`src/rtl/game_turn_ctl_pkg.sv`:
```
// game_turn_ctl_pkg: shared state/message encodings and grid sizing helpers
package game_turn_ctl_pkg;
    typedef enum logic [2:0] {
        ST_SETUP, ST_WAIT_PEER, ST_CHECK, ST_RESULT_TX,
        ST_AIM, ST_SHOT_TX, ST_WAIT_RESULT, ST_GAME_OVER
    } state_t;
    typedef enum logic [1:0] {
        MSG_NONE = 2'b00, MSG_SHOT = 2'b01, MSG_MISS = 2'b10, MSG_HIT = 2'b11
    } msg_kind_t;
    function automatic int cw_of(input int n);
        return $clog2(n);
    endfunction
    function automatic int aw_of(input int n);
        return 2 * $clog2(n);
    endfunction
endpackage

```
`src/rtl/grid_cursor_map.sv`:
```
// grid_cursor_map: frame-registered pixel to {row,col} cell mapping
module grid_cursor_map import game_turn_ctl_pkg::*; #(
    parameter int GRID_N   = 10,
    parameter int CELL_PX  = 32,
    parameter int ORIGIN_X = 608,
    parameter int ORIGIN_Y = 193,
    localparam int CW = cw_of(GRID_N),
    localparam int AW = aw_of(GRID_N)
) (
    input  logic          clk,
    input  logic          rst_n,
    input  logic          frame_tick_i,
    input  logic [11:0]   xpos_i,
    input  logic [11:0]   ypos_i,
    output logic [AW-1:0] cell_o,
    output logic          in_grid_o
);
    localparam int SH = $clog2(CELL_PX);
    logic [11:0]   col, row;
    logic          in_grid_d, in_grid_q;
    logic [AW-1:0] cell_q;
    // Wrapped offsets left of/above the origin are rejected by the origin compares
    always_comb begin
        col = (xpos_i - 12'(ORIGIN_X)) >> SH;
        row = (ypos_i - 12'(ORIGIN_Y)) >> SH;
        in_grid_d = xpos_i >= 12'(ORIGIN_X) && ypos_i >= 12'(ORIGIN_Y) &&
                    col < 12'(GRID_N) && row < 12'(GRID_N);
    end
    // Cursor is sampled once per frame so it is stable for the whole frame
    always_ff @(posedge clk or negedge rst_n) begin
        if (!rst_n) begin
            cell_q    <= '0;
            in_grid_q <= 1'b0;
        end else if (frame_tick_i) begin
            cell_q    <= {row[CW-1:0], col[CW-1:0]};
            in_grid_q <= in_grid_d;
        end
    end
    assign cell_o    = cell_q;
    assign in_grid_o = in_grid_q;
endmodule

```
`src/rtl/game_turn_ctl.sv`:
```
// game_turn_ctl: turn sequencing, shot/result exchange and win detection
module game_turn_ctl import game_turn_ctl_pkg::*; #(
    parameter int GRID_N         = 10,
    parameter int CELL_PX        = 32,
    parameter int ORIGIN_X       = 608,
    parameter int ORIGIN_Y       = 193,
    parameter int SHIP_CELLS     = 11,
    parameter int TIMEOUT_FRAMES = 120,
    localparam int AW = aw_of(GRID_N),
    localparam int HW = $clog2(SHIP_CELLS + 1)
) (
    input  logic          clk,
    input  logic          rst_n,
    input  logic          frame_tick_i,
    input  logic          mouse_left_i,
    input  logic [11:0]   mouse_xpos_i,
    input  logic [11:0]   mouse_ypos_i,
    input  logic          first_player_i,
    input  logic [HW-1:0] ship_count_i,
    output logic [AW-1:0] cursor_cell_o,
    output logic          cursor_in_grid_o,
    output logic          pick_ship_o,
    output logic          pick_place_o,
    output logic          tx_valid_o,
    input  logic          tx_ready_i,
    output logic [1:0]    tx_kind_o,
    output logic [AW-1:0] tx_addr_o,
    input  logic          rx_valid_i,
    input  logic [1:0]    rx_kind_i,
    input  logic [AW-1:0] rx_addr_i,
    output logic          chk_req_o,
    output logic [AW-1:0] chk_addr_o,
    input  logic          chk_hit_i,
    output logic          game_over_o,
    output logic          win_o,
    output logic [6:0]    state_led_o
);
    localparam int TW = $clog2(TIMEOUT_FRAMES + 1);
    localparam logic [HW-1:0] SC    = HW'(SHIP_CELLS);
    localparam logic [TW-1:0] TLAST = TW'(TIMEOUT_FRAMES - 1);

    state_t        state_d, state_q;
    logic [AW-1:0] peer_d, peer_q, shot_d, shot_q;
    logic          hit_d, hit_q, win_d, win_q, mouse_q, click;
    logic [HW-1:0] opp_d, opp_q, my_d, my_q;
    logic [TW-1:0] tmo_d, tmo_q;
    logic          pick_ship_d, pick_ship_q, pick_place_d, pick_place_q;
    logic          tx_valid_d, tx_valid_q, chk_req_d, chk_req_q, game_over_d, game_over_q;
    logic [1:0]    tx_kind_d, tx_kind_q;
    logic [AW-1:0] tx_addr_d, tx_addr_q, chk_addr_d, chk_addr_q;
    logic [6:0]    led_d, led_q;

    grid_cursor_map #(
        .GRID_N(GRID_N), .CELL_PX(CELL_PX), .ORIGIN_X(ORIGIN_X), .ORIGIN_Y(ORIGIN_Y)
    ) u_map (
        .clk(clk), .rst_n(rst_n), .frame_tick_i(frame_tick_i),
        .xpos_i(mouse_xpos_i), .ypos_i(mouse_ypos_i),
        .cell_o(cursor_cell_o), .in_grid_o(cursor_in_grid_o)
    );

    assign click = mouse_left_i & ~mouse_q;

    // Next-state and bookkeeping; rx that does not fit the current state falls through and is dropped
    always_comb begin
        state_d = state_q;
        peer_d  = peer_q;
        shot_d  = shot_q;
        hit_d   = hit_q;
        opp_d   = opp_q;
        my_d    = my_q;
        tmo_d   = tmo_q;
        win_d   = win_q;
        case (state_q)
            ST_SETUP:
                if (ship_count_i == SC && !mouse_left_i)
                    state_d = first_player_i ? ST_AIM : ST_WAIT_PEER;
            ST_WAIT_PEER:
                if (rx_valid_i && rx_kind_i == MSG_SHOT) begin
                    peer_d  = rx_addr_i;
                    state_d = ST_CHECK;
                end
            ST_CHECK: begin
                hit_d   = chk_hit_i;
                opp_d   = (chk_hit_i && opp_q != SC) ? opp_q + 1'b1 : opp_q;
                state_d = ST_RESULT_TX;
            end
            ST_RESULT_TX:
                if (tx_ready_i)
                    state_d = (opp_q == SC) ? ST_GAME_OVER : ST_AIM;
            ST_AIM:
                if (click && cursor_in_grid_o) begin
                    shot_d  = cursor_cell_o;
                    state_d = ST_SHOT_TX;
                end
            ST_SHOT_TX:
                if (tx_ready_i) begin
                    tmo_d   = '0;
                    state_d = ST_WAIT_RESULT;
                end
            ST_WAIT_RESULT:
                if (rx_valid_i && (rx_kind_i == MSG_HIT || rx_kind_i == MSG_MISS)) begin
                    my_d    = (rx_kind_i == MSG_HIT && my_q != SC) ? my_q + 1'b1 : my_q;
                    win_d   = my_d == SC;
                    state_d = (my_d == SC) ? ST_GAME_OVER : ST_WAIT_PEER;
                end else if (frame_tick_i) begin
                    tmo_d   = (tmo_q == TLAST) ? '0 : tmo_q + 1'b1;
                    state_d = (tmo_q == TLAST) ? ST_SHOT_TX : ST_WAIT_RESULT;
                end
            default: ;
        endcase
    end

    // Outputs decoded from the next state so they register in step with it
    always_comb begin
        pick_ship_d  = state_d == ST_SETUP && mouse_left_i;
        pick_place_d = state_d == ST_AIM;
        tx_valid_d   = state_d == ST_SHOT_TX || state_d == ST_RESULT_TX;
        tx_kind_d    = state_d == ST_SHOT_TX ? MSG_SHOT :
                       state_d == ST_RESULT_TX ? (hit_d ? MSG_HIT : MSG_MISS) : MSG_NONE;
        tx_addr_d    = state_d == ST_SHOT_TX ? shot_d : state_d == ST_RESULT_TX ? peer_d : '0;
        chk_req_d    = state_d == ST_CHECK;
        chk_addr_d   = state_d == ST_CHECK ? peer_d : '0;
        game_over_d  = state_d == ST_GAME_OVER;
        led_d        = 7'(8'd1 << state_d);
    end

    // State, counters and registered outputs
    always_ff @(posedge clk or negedge rst_n) begin
        if (!rst_n) begin
            state_q      <= ST_SETUP;
            peer_q       <= '0;
            shot_q       <= '0;
            hit_q        <= 1'b0;
            opp_q        <= '0;
            my_q         <= '0;
            tmo_q        <= '0;
            win_q        <= 1'b0;
            mouse_q      <= 1'b0;
            pick_ship_q  <= 1'b0;
            pick_place_q <= 1'b0;
            tx_valid_q   <= 1'b0;
            tx_kind_q    <= '0;
            tx_addr_q    <= '0;
            chk_req_q    <= 1'b0;
            chk_addr_q   <= '0;
            game_over_q  <= 1'b0;
            led_q        <= '0;
        end else begin
            state_q      <= state_d;
            peer_q       <= peer_d;
            shot_q       <= shot_d;
            hit_q        <= hit_d;
            opp_q        <= opp_d;
            my_q         <= my_d;
            tmo_q        <= tmo_d;
            win_q        <= win_d;
            mouse_q      <= mouse_left_i;
            pick_ship_q  <= pick_ship_d;
            pick_place_q <= pick_place_d;
            tx_valid_q   <= tx_valid_d;
            tx_kind_q    <= tx_kind_d;
            tx_addr_q    <= tx_addr_d;
            chk_req_q    <= chk_req_d;
            chk_addr_q   <= chk_addr_d;
            game_over_q  <= game_over_d;
            led_q        <= led_d;
        end
    end

    assign pick_ship_o  = pick_ship_q;
    assign pick_place_o = pick_place_q;
    assign tx_valid_o   = tx_valid_q;
    assign tx_kind_o    = tx_kind_q;
    assign tx_addr_o    = tx_addr_q;
    assign chk_req_o    = chk_req_q;
    assign chk_addr_o   = chk_addr_q;
    assign game_over_o  = game_over_q;
    assign win_o        = win_q;
    assign state_led_o  = led_q;
endmodule

```
`config.mk`:
```
export PLATFORM = sky130hd
export DESIGN_NAME = game_turn_ctl
export DESIGN_NICKNAME = d
export VERILOG_FILES = /design/src/rtl/game_turn_ctl_pkg.sv /design/src/rtl/grid_cursor_map.sv /design/src/rtl/game_turn_ctl.sv
export SDC_FILE = /design/constraint.sdc
export NUM_CORES = 1
export LEC_CHECK = 0
export CORE_ASPECT_RATIO = 1.1
export CORE_MARGIN = 4
export CORE_UTILIZATION = 49
export DETAILED_ROUTE_END_ITERATION = 10
export HOLD_SLACK_MARGIN = 0.12
export MAX_ROUTING_LAYER = met4
export PLACE_DENSITY_LB_ADDON = 0.08
export SLEW_MARGIN = 20
export SYNTH_ARGS = -nofsm -noshare
export SYNTH_HDL_FRONTEND = slang
export SYNTH_SLANG_ARGS = --single-unit
```
`constraint.sdc`:
```
create_clock -name clk -period 2.4 [get_ports clk]
set_input_delay 0.48 -clock clk [delete_from_list [all_inputs] [get_ports clk]]
set_output_delay 0.48 -clock clk [all_outputs]
set_load 0.1 [all_outputs]
```
# ---- Word-level counts from Yosys, hierarchy flattened
# Cells that the tools add are included.
dict set report word_totals {
  ff_bits 76
  input_bits 46
  output_inout_bits 40
  word_cells 103
}
dict set report op_classes {
  add_sub_neg 5
  magnitude_cmp 4
  n_eq_ne 23
  n_shift 1
  n_mux 29
  bitwise_logic 2
  n_reduce_logical 19
}
# op count
set ops {}
lappend ops {{8-bit 2-to-1 mux} 7}
lappend ops {{7-bit 2-to-1 mux} 4}
lappend ops {{3-bit 2-to-1 mux} 9}
lappend ops {{3-bit case mux with 7 select lines} 1}
lappend ops {{3-bit == test (second input constant)} 6}
lappend ops {{7-bit by 4-bit less-than comparator with 1-bit output (second input constant)} 2}
lappend ops {{7-bit case mux with 2 select lines} 1}
lappend ops {{3-bit by 2-bit == test with 1-bit output (second input constant)} 4}
lappend ops {{4-bit == test (second input constant)} 3}
lappend ops {{12-bit by 10-bit >= comparator with 1-bit output (second input constant)} 1}
lappend ops {{12-bit by 8-bit >= comparator with 1-bit output (second input constant)} 1}
lappend ops {{12-bit by 10-bit subtractor with 12-bit output (second input constant)} 1}
lappend ops {{12-bit by 8-bit subtractor with 12-bit output (second input constant)} 1}
lappend ops {{1-bit logical AND} 10}
lappend ops {{4-bit by 1-bit adder with 4-bit output (second input constant)} 2}
lappend ops {{2-bit 2-to-1 mux} 4}
lappend ops {{4-bit != test (second input constant)} 2}
lappend ops {{7-bit by 1-bit adder with 7-bit output (second input constant)} 1}
lappend ops {{7-bit == test (second input constant)} 1}
lappend ops {{1-bit by 3-bit left shift with 7-bit output (first input constant)} 1}
lappend ops {{3-bit zero test} 2}
lappend ops {{2-bit != test (second input constant)} 3}
lappend ops {{2-bit == test (second input constant)} 2}
lappend ops {{4-bit 2-to-1 mux} 1}
lappend ops {{10 further kinds} 13}

# ---- Longest topological paths before layout
dict set report depth {
  word_depth 10
  depth_mapped 8
}

# ---- Modules after synthesis
# Synthesis repeated with hierarchy kept, for this count alone.
dict set report hier_totals {
  hier_cells 319
  hier_area_um2 3492.1
}
# module instances cells_per_inst area_per_inst_um2 seq_area_each_um2
set modules_own_cells {}
lappend modules_own_cells {game_turn_ctl 1 254 2867.8 1626.6}
lappend modules_own_cells {grid_cursor_map 1 65 624.3 225.2}

# ---- Worst setup path before layout
# No wires, ideal clock.
dict set report synth_timing {
  path_kind {flip-flop to flip-flop}
  start {register u_map.in_grid_q, in the netlist u_map.in_grid_o}
  end {register tx_addr_q[7], in the netlist tx_addr_o[7]}
  setup_time_ps 135
  arrival_time_ps 1950
  required_ps 2265
  path_slack_ps 315
  stages_incl_launch_ff 6
  n_path_buf 0
  period_less_slack_ps 2085
  path_cell_list {dfrtp_1 nor4bb_1 nand2_1 mux2_2 nand3_1 a21oi_1}
}
dict set report synth_via {
  word_cells_on_any_way 9
}
# element line_no
set synth_rtl {}
lappend synth_rtl {{from (decl)} grid_cursor_map.sv:20} ;# logic in_grid_d, in_grid_q;
lappend synth_rtl {{from (signal assigned)} grid_cursor_map.sv:36} ;# in_grid_q <= in_grid_d;
lappend synth_rtl {{1-bit logical AND} game_turn_ctl.sv:91} ;# if (click && cursor_in_grid_o) begin
lappend synth_rtl {{8-bit 2-to-1 mux} game_turn_ctl.sv:91}
lappend synth_rtl {{8-bit 2-to-1 mux} game_turn_ctl.sv:73} ;# case (state_q)
lappend synth_rtl {{via shot_d[7]} game_turn_ctl.sv:43} ;# logic [AW-1:0] peer_d, peer_q, shot_d, shot_q;
lappend synth_rtl {{8-bit 2-to-1 mux} game_turn_ctl.sv:120} ;# tx_addr_d = state_d == ST_SHOT_TX ? shot_d : state_d == ST_RESULT_TX ? peer_d : '0;
lappend synth_rtl {{via tx_addr_d[7]} game_turn_ctl.sv:50} ;# logic [AW-1:0] tx_addr_d, tx_addr_q, chk_addr_d, chk_addr_q;
lappend synth_rtl {{to (signal assigned)} game_turn_ctl.sv:162} ;# tx_addr_q <= tx_addr_d;
lappend synth_rtl {{to (decl)} game_turn_ctl.sv:50}
# The timed path passes the listed nets, and every way through them passes these cells.
# A chain may end at the register's enable or synchronous reset.

# ---- Final worst setup path
dict set report layout_timing {
  start {register tmo_q[0]}
  end {register led_q[6], in the netlist state_led_o[6]}
}
dict set report layout_via {
  elab_chain_len 6
}
# element line_no
set layout_lines {}
lappend layout_lines {{from (decl)} game_turn_ctl.sv:46} ;# logic [TW-1:0] tmo_d, tmo_q;
lappend layout_lines {{from (signal assigned)} game_turn_ctl.sv:155} ;# tmo_q <= tmo_d;
lappend layout_lines {{7-bit == test} game_turn_ctl.sv:107} ;# state_d = (tmo_q == TLAST) ? ST_SHOT_TX : ST_WAIT_RESULT;
lappend layout_lines {{2-bit 2-to-1 mux} game_turn_ctl.sv:107}
lappend layout_lines {{3-bit 2-to-1 mux} game_turn_ctl.sv:105} ;# end else if (frame_tick_i) begin
lappend layout_lines {{3-bit 2-to-1 mux} game_turn_ctl.sv:101} ;# if (rx_valid_i && (rx_kind_i == MSG_HIT || rx_kind_i == MSG_MISS)) begin
lappend layout_lines {{3-bit case mux with 7 select lines} game_turn_ctl.sv:73}
lappend layout_lines {{1-bit by 3-bit left shift with 7-bit output} game_turn_ctl.sv:124} ;# led_d = 7'(8'd1 << state_d);
lappend layout_lines {{via led_d[6]} game_turn_ctl.sv:51} ;# logic [6:0] led_d, led_q;
lappend layout_lines {{to (signal assigned)} game_turn_ctl.sv:166} ;# led_q <= led_d;
lappend layout_lines {{to (decl)} game_turn_ctl.sv:51}
# The timed path passes the listed nets, and every way through them passes these cells.

==> out/metrics.cfg <==
[routing]
finalWirelength_um = 7120
wl_per_cell_um = 14.5
firstDrtPassIters = 6
route.antenna.remaining_nets = 0
drc = 0
via_per_inst = 5.36
vias = 2631
initialDrtViolationCount = 124

[global_routing]
grt_max_degree = 44
grt_pass1_vias = 2585
antenna_found_initial = 0
grt_pass1_wl_um = 11900
track_usage_pct = 18.6
grt-ovfl-total = 0

[die]
die_w_um = 88.1
fp-row-count = 31
pin_count = 86
coreArea_sq_um = 6710
dieHeight_um = 96.1
die-area_sq_um = 8470
initial_utilization_pct = 51.6

[yosys]
syn_nets = 361
async_flop_share_pct = 100
synth.distinct_cells = 62
syn_inst = 311
avgSynthCellArea_sq_um = 11.1
synth.ff_latch_count = 74
yosys-top-cells-area = dfrtp_1 54%, mux2_2 7.2%, nand3_1 3.5%
synth_warnings = 0
synth.largest_area_cell = dfrtp_1
synth_top_area_share_pct = 53.5
synth_edf_count = 0
synth_flop_cell = dfrtp_1
netlist_area_sq_um = 3460
yosysMostFrequentCell = dfrtp_1
synthTopCellsByCount = 74 x dfrtp_1, 24 x nand3_1, 22 x mux2_2
yosysSeqAreaShare_pct = 53.5

[clocking]
clk_latency_ps = 350
ctsHoldBuffers = 0
post_cts_resize_count = 0
cts_max_path_buffers = 2
numCtsBuffers = 9
htree_levels = 3
clkSinkCount = 74
cts_tree = yes
clkTransAtPathRegs_ps = 80
cts_root_buffer = clkbuf_8
cts_setup_buffers = 0

[timing]
maxSlewViolCount = 0
hold_viol = 0
fmax_mhz = 482
clock_skew_ps = 13.0
post-route-min-period_ps = 2070
rsz0062_at_grt = no
setup_violations = 0
slew_headroom_pct = 63.0
fin_crit_sh_pct = 86.5
worstMarginPinSlew_ps = 555

[run_status]
status = finished, final reports clean

[cells_and_area]
syn_to_final_growth_pct = 29.7
antenna_cells = 0
fin_util_pct = 66.9
fin_nets = 454
final_layout_size_suffix_gt1_share_pct = 27.4

[placement]
hpwlAfterDp_um = 5380
port_buffers = 80
place_congestion = 0.793

[critical_path]
required_ps = 2640
critPathLaunchType = flip-flop
critPathKind = reg -> reg
crit_fanout = 7
reg2reg_depth = 6
cp-end-kind = flip-flop
crit_arrival_ps = 2320
r2r_start = tmo_q[0]
r2r-end = state_led_o[6]
reg2reg_slack_ps = 330

[power]
powerDensity_nw_per_um2 = 1030
ir_drop_mv = 0.965
finalPower_mw = 4.63
cellLeakagePower_nw = 2.08

[run]
cap_violations = 0

[min_path]
hp-class = in -> async

registers in the layout (all words and copies together), names as in the netlist:
register / cells
u_map.in_grid_o: 1
state_q: 3
peer_q: 8
game_over_o: 1
tx_addr_o: 8
tx_valid_o: 1
state_led_o: 7
my_q: 4
tmo_q: 7
mouse_q: 1
win_o: 1
u_map.cell_o: 8
hit_q: 1
tx_kind_o: 2
chk_addr_o: 8
shot_q: 8
pick_ship_o: 1
opp_q: 4
metal layers:
metal / wire length, um / GRT usage [%] / up-vias / part of all wire [%]
met5: 0 / - / - / 0
met4: 46 / 5.29 / 0 / 0.65
met3: 482 / 5.31 / 4 / 6.8
met2: 3280 / 27.6 / 83 / 46
met1: 3310 / 25.2 / 1247 / 47
li1: - / - / 1297 / -
how the worst max path moves through the flow:
stage | end | startpoint | depth (start not counted)
6_report | state_led_o[6] | tmo_q[0] | 6
5_1_grt | state_led_o[6] | tmo_q[0] | 6
4_1_cts | state_led_o[6] | mouse_left_i | 6
3_5_place_dp | state_led_o[6] | mouse_left_i | 6
3_3_place_gp | state_led_o[6] | mouse_left_i | 6
2_1_floorplan | tx_addr_o[7] | u_map.in_grid_o | 5
final cells by class:
class,instances,area (sq um)
flip-flops and latches,74,1850
clock buffers,9,124
inverters,8,31.3
multi-input cells,215,1490
fillers,547,2220
well taps,82,103
repair buffers,96,831
clock inverters,7,58.8
worst max-delay path, cell delays in order (launching register included):
cell and delay (ps):
dfrtp_1 380, ha_1 250, nand4_1 200, or4_1 520
o311ai_0 140, or2_1 290, o21ba_2 190
power by group:
group | internal [mW] | total (mW) | switching, mW
combinational | 0.606 | 2.06 | 1.46
sequential | 1.50 | 1.69 | 0.181
clock | 0.389 | 0.883 | 0.494
total | 2.50 | 4.63 | 2.13
cells in the final DEF, fill, tap and decap left out, drive strengths merged, types with 2 or more instances in the layout:
master / netlist / final
dfrtp: 74 / 74
buf: 10 / 57
clkdlybuf4s50: 0 / 39
nand3: 25 / 25
mux2: 23 / 23
nand2: 20 / 20
a21oi: 18 / 18
nor2: 16 / 16
o21ai: 12 / 12
and2: 10 / 10
inv: 7 / 10
nand2b: 9 / 9
clkbuf: 4 / 9
nand3b: 7 / 7
xor2: 5 / 5
xnor2: 5 / 5
nor3: 5 / 5
o21a: 4 / 4
ha: 4 / 4
or3: 4 / 4
o211ai: 3 / 3
a21o: 3 / 3
a31oi: 3 / 3
o41ai: 3 / 3
nor3b: 3 / 3
or4: 3 / 3
or4b: 3 / 3
clkinv: 1 / 3
nand4: 2 / 2
and3b: 2 / 2
nor2b: 2 / 2
and3: 2 / 2
clkinvlp: 0 / 2
or2: 2 / 2
through the flow:
stage	area, sq um	std cells	hold slack [ps]	setup slack, ps	TNS, ps
4_1_cts	4490	491	127	324	0
2_1_floorplan	3460	311	184	315	0
5_1_grt	4490	491	143	151	0
6_report	4490	491	116	325	0
3_5_place_dp	4310	475	467	-38.6	-57.4
3_3_place_gp	4310	475	465	-34.8	-85.7
cell families after synthesis:
family	count (synthesis)	share of synthesized area (%)
adders and majority gates	4	1.45
AOI/OAI and AO/OA	58	11.1
xor gates and xnor gates	10	2.53
and+or+nand+nor	119	20.0
muxes	24	7.88
DFF	74	53.5
buffers and inverters	22	3.47
Power figures use the tool's default switching activity.
